### src/rtl/can_destuff_ctrl.sv
// Receive-side CAN bit destuffer: tracks equal-polarity runs while stuffing is active,
// removes the stuff bit that follows a full run and flags a sticky error when it is missing.
module can_destuff_ctrl #(
  parameter int unsigned STUFF_LEN = 5,
  parameter int unsigned CNT_W     = 3
) (
  input  logic             clk,
  input  logic             reset,
  input  logic             SP,
  input  logic             RX,
  input  logic             F_STF,
  input  logic             err_clr,
  output logic             sp_decision,
  output logic             bit_out,
  output logic             stuff_bit,
  output logic             stuff_err,
  output logic [CNT_W-1:0] run_cnt
);

  localparam logic [CNT_W-1:0] StuffLen = CNT_W'(STUFF_LEN);
  localparam logic [CNT_W-1:0] CntOne   = CNT_W'(1);

  typedef enum logic [1:0] {StIdle, StCount, StExpect, StErr} state_e;

  state_e           state_q;
  logic             last_q;
  logic [CNT_W-1:0] run_cnt_q;
  logic             sp_decision_q;
  logic             bit_out_q;
  logic             stuff_bit_q;
  logic             stuff_err_q;
  logic [CNT_W-1:0] run_inc;

  assign run_inc = run_cnt_q + CntOne;

  always_ff @(posedge clk or negedge reset) begin
    if (!reset) begin
      state_q       <= StIdle;
      last_q        <= 1'b0;
      run_cnt_q     <= '0;
      sp_decision_q <= 1'b0;
      bit_out_q     <= 1'b0;
      stuff_bit_q   <= 1'b0;
      stuff_err_q   <= 1'b0;
    end else begin
      sp_decision_q <= 1'b0;
      stuff_bit_q   <= 1'b0;
      // Clear has priority; a coincident SP is dropped.
      if (err_clr) begin
        state_q     <= StIdle;
        run_cnt_q   <= '0;
        stuff_err_q <= 1'b0;
      end else if (SP) begin
        unique case (state_q)
          StIdle: begin
            sp_decision_q <= 1'b1;
            bit_out_q     <= RX;
            if (F_STF) begin
              last_q    <= RX;
              run_cnt_q <= CntOne;
              state_q   <= StCount;
            end
          end
          StCount: begin
            sp_decision_q <= 1'b1;
            bit_out_q     <= RX;
            if (!F_STF) begin
              run_cnt_q <= '0;
              state_q   <= StIdle;
            end else if (RX == last_q) begin
              run_cnt_q <= run_inc;
              if (run_inc == StuffLen) state_q <= StExpect;
            end else begin
              last_q    <= RX;
              run_cnt_q <= CntOne;
            end
          end
          // Checked regardless of F_STF so the stuff bit after the CRC is still removed.
          StExpect: begin
            if (RX != last_q) begin
              stuff_bit_q <= 1'b1;
              last_q      <= RX;
              if (F_STF) begin
                run_cnt_q <= CntOne;
                state_q   <= StCount;
              end else begin
                run_cnt_q <= '0;
                state_q   <= StIdle;
              end
            end else begin
              stuff_err_q <= 1'b1;
              state_q     <= StErr;
            end
          end
          StErr: begin
          end
          default: state_q <= StIdle;
        endcase
      end
    end
  end

  assign sp_decision = sp_decision_q;
  assign bit_out     = bit_out_q;
  assign stuff_bit   = stuff_bit_q;
  assign stuff_err   = stuff_err_q;
  assign run_cnt     = run_cnt_q;

endmodule

### config.mk
export PLATFORM = sky130hd
export DESIGN_NAME = can_destuff_ctrl
export DESIGN_NICKNAME = d
export VERILOG_FILES = /design/src/rtl/can_destuff_ctrl.sv
export SDC_FILE = /design/constraint.sdc
export NUM_CORES = 1
export LEC_CHECK = 0
export CAP_MARGIN = 25
export CORE_UTILIZATION = 40
export CTS_CLUSTER_DIAMETER = 100
export DETAILED_ROUTE_END_ITERATION = 16
export GPL_TIMING_DRIVEN = 0
export PLACE_DENSITY = 0.67
export SLEW_MARGIN = 10
export SYNTH_ARGS = -nofsm -noshare
export SYNTH_HDL_FRONTEND = slang
export SYNTH_SLANG_ARGS = --single-unit
export TNS_END_PERCENT = 50
### constraint.sdc
create_clock -name clk -period 1.8 [get_ports clk]
set_input_delay 0.36 -clock clk [delete_from_list [all_inputs] [get_ports clk]]
set_output_delay 0.36 -clock clk [all_outputs]
set_load 0.005 [all_outputs]
==> impl_metrics.py <==
metrics = {
    "setup_path": {
        "max_stage_delay_ps": 470,
        "startpoint": "state_q[1]",
        "critPathBufInv": 1,
        "startpoint_type": "register",
        "endpoint_kind": "register",
        "endpoint": "state_q[1]",
        "rrSetupSlack_ps": 80,
        "timing.rr.start": "state_q[1]",
        "path_cells": "inv_2 -> ha_4 -> nand2_1 -> a311oi_2 -> nor2_1 -> mux2_1",
        "path_depth": 6,
        "worstSetupPathType": "register to register",
        "slowest_stage": "dfrtp_2",
        "timing.critical_path.fanout_max": 6,
        "worst-r2r-cell-count": 6,
        "cp.required_ps": 1950,
        "worstPathArrival_ps": 1870,
        "cp_top_family": "flip-flops",
        "r2r-end": "state_q[1]",
    },
    "timing": {
        "max_slew.worst_pin.slew_ps": 462,
        "rsz0062_at_grt": "no",
        "hold_violations": 0,
        "hold-worst-slack_ps": 410,
        "timing.final.crit_share_pct": 95.4,
        "fmax_ghz": 0.582,
        "final_max_slew_viol_count": 0,
        "setup_viol": 0,
        "min_period_ps": 1720,
        "finClkSkew_ps": 8.77,
        "slew_headroom_pct": 69.1,
    },
    "synth": {
        "yosysWarnings": 0,
        "syn-num-nets": 77,
        "synth-seq-cells": 10,
        "synth_cell_types": 24,
        "syn-instance-count": 65,
        "netlist_area_um2": 638,
        "ys_seq_area_share_pct": 39.2,
        "avgSynthCellArea_um2": 9.82,
    },
    "route": {
        "ant_nets": 0,
        "dr.pass1.iters": 4,
        "drt_iter0_drc": 3,
        "dr_total_vias": 493,
        "route.detailed.drc": 0,
        "routedWlPerCell_um": 12.0,
        "avgViaCountPerCell": 5.08,
        "routed_wl_um": 1160,
    },
    "run": {
        "cap_violations": 0,
    },
    "grt": {
        "grt_pass1_wl_um": 1960,
        "grt_overflow": 0,
        "grt_pass1_vias": 449,
        "grtUsageTotal_pct": 14.5,
        "grt_start_max_net_pins": 11,
        "antenna_found_initial": 0,
    },
    "place": {
        "numPortBuffers": 12,
        "gp_congestion": 0.770,
        "post-dp-hpwl_um": 879,
        "placed_area_um2": 778,
    },
    "die": {
        "die_h_um": 41.9,
        "ios": 13,
        "num_rows": 14,
        "core_area_mm2": 0.00151,
        "start_util_pct": 42.4,
        "die_x_um": 41.9,
        "dieArea_mm2": 0.00176,
    },
    "cells_and_area": {
        "drive_above_1_share_pct": 24.7,
        "diodes": 0,
        "fin_area_um2": 876,
        "synthToLayoutAreaGrowth_pct": 37.3,
        "fin_nets": 94,
        "utilization_pct": 58.1,
    },
    "clocking": {
        "cts_tree": "built",
        "path_clk_slew_ps": 70,
        "hold_buffers": 0,
        "cts.sinks": 10,
        "numCtsBuffers": 3,
        "cts_buffer_depth": 2,
        "cts_root_buf": "clkbuf_4",
        "insertion_delay_ps": 270,
        "htreeDepth": 1,
    },
    "power_and_ir_drop": {
        "p_leak_uw": 0.000378,
        "power_density_mw_per_mm2": 728,
        "ir_worst_vdd_uv": 448,
    },
    "status": {
        "status": "finished, final reports clean",
    },
    "hold_path": {
        "worst_hold_path_type": "primary input to asynchronous set/reset pin",
    },
}
how the worst min path moves through the flow:
stage / cells past startpoint / slack (ps) / start / end
after global placement: 1 / 490 / bit_out / bit_out
after global routing: 1 / 440 / reset / run_cnt[2]
after floorplan: 0 / 60 / reset / bit_out
after detailed placement: 1 / 500 / bit_out / bit_out
after CTS: 1 / 420 / reset / run_cnt[2]
final: 1 / 410 / reset / last_q
per-stage QoR:
step,setup TNS (ps),worst slack (ps),power (uW),cells
final,0,82.6,637,97
after global routing,0,7.15,679,97
after CTS,0,5.77,621,97
after detailed placement,-862,-274,413,93
after global placement,-922,-291,413,93
after floorplan,0,62.5,358,65
power breakdown:
part / leakage (uW) / switching (uW) / total, uW / internal (uW)
clock: 0.0000210 / 76.2 / 199 / 123
combinational: 0.000227 / 86.2 / 177 / 90.7
sequential: 0.000130 / 19.8 / 262 / 242
total: 0.000378 / 182 / 637 / 455
cell families (layout without fill, tap and decap cells):
kind of cell	Yosys count	count (layout)	synth area share (%)
AOI/OAI and AO/OA	12	12	16.3
xor gates and xnor gates	2	2	3.92
adders and majority gates	6	6	11.8
buffers and inverters	7	23	4.12
DFF	10	10	39.2
muxes	5	5	9.21
and+or+nand+nor	23	23	15.5
sequential cells by signal, indices dropped and copies added (netlist names):
| name | flops |
|---|---|
| sp_decision | 1 |
| run_cnt | 3 |
| state_q | 2 |
| bit_out | 1 |
| stuff_bit | 1 |
| last_q | 1 |
| stuff_err | 1 |
what timing repair did:
item                                    in CTS  in global routing
setup buffers                                0                  0
endpoints found under the setup margin       2                  2
gates resized for setup                      3                 11
pin swaps                                    1                  1
layout make-up:
type                            count  area [um^2]
Fill cell                         126          631
Multi-Input combinational cell     48          418
Sequential cell                    10          253
Tap cell                           16         20.0
Timing Repair Buffer               12          123
Inverter                            7         26.3
Clock buffer                        4         36.3
cell usage after synthesis, drive strengths merged:
| library cell | count | share of area [%] |
|---|---|---|
| a2111oi | 1 | 4.3 |
| a21oi | 4 | 3.1 |
| a311oi | 1 | 2.4 |
| a31oi | 1 | 0.98 |
| dfrtp | 10 | 39 |
| ha | 6 | 12 |
| inv | 7 | 4.1 |
| mux2 | 4 | 7.6 |
| mux2i | 1 | 1.6 |
| nand2 | 7 | 4.1 |
| nand2b | 1 | 0.98 |
| nand3 | 1 | 0.78 |
| nor2 | 10 | 6.3 |
| nor2b | 1 | 0.98 |
| nor3 | 3 | 2.4 |
| o21ai | 2 | 1.6 |
| o21bai | 1 | 1.2 |
| o31a | 1 | 1.4 |
| o41ai | 1 | 1.4 |
| xnor2 | 1 | 2.5 |
| xor2 | 1 | 1.4 |
cell usage in the layout, fill, tap and decap left out, drive strengths merged, types with 2 or more instances in the layout:
| cell | netlist | layout |
|---|---|---|
| ha | 6 | 6 |
| o21ai | 2 | 2 |
| clkdlybuf4s50 | 0 | 11 |
| inv | 7 | 7 |
| nor2 | 10 | 10 |
| a21oi | 4 | 4 |
| dfrtp | 10 | 10 |
| clkbuf | 0 | 4 |
| nor3 | 3 | 3 |
| mux2 | 4 | 4 |
| nand2 | 7 | 7 |
layer usage:
| metal | share of wire [%] | track usage [%] | vias to the layer above |
|---|---|---|---|
| li1 | - | - | 254 |
| met4 | 0 | 5.81 | 0 |
| met5 | 0 | 0 | - |
| met1 | 54 | 22.3 | 229 |
| met2 | 43 | 20.0 | 10 |
| met3 | 2.8 | 2.61 | 0 |
Power figures use the tool's default switching activity.
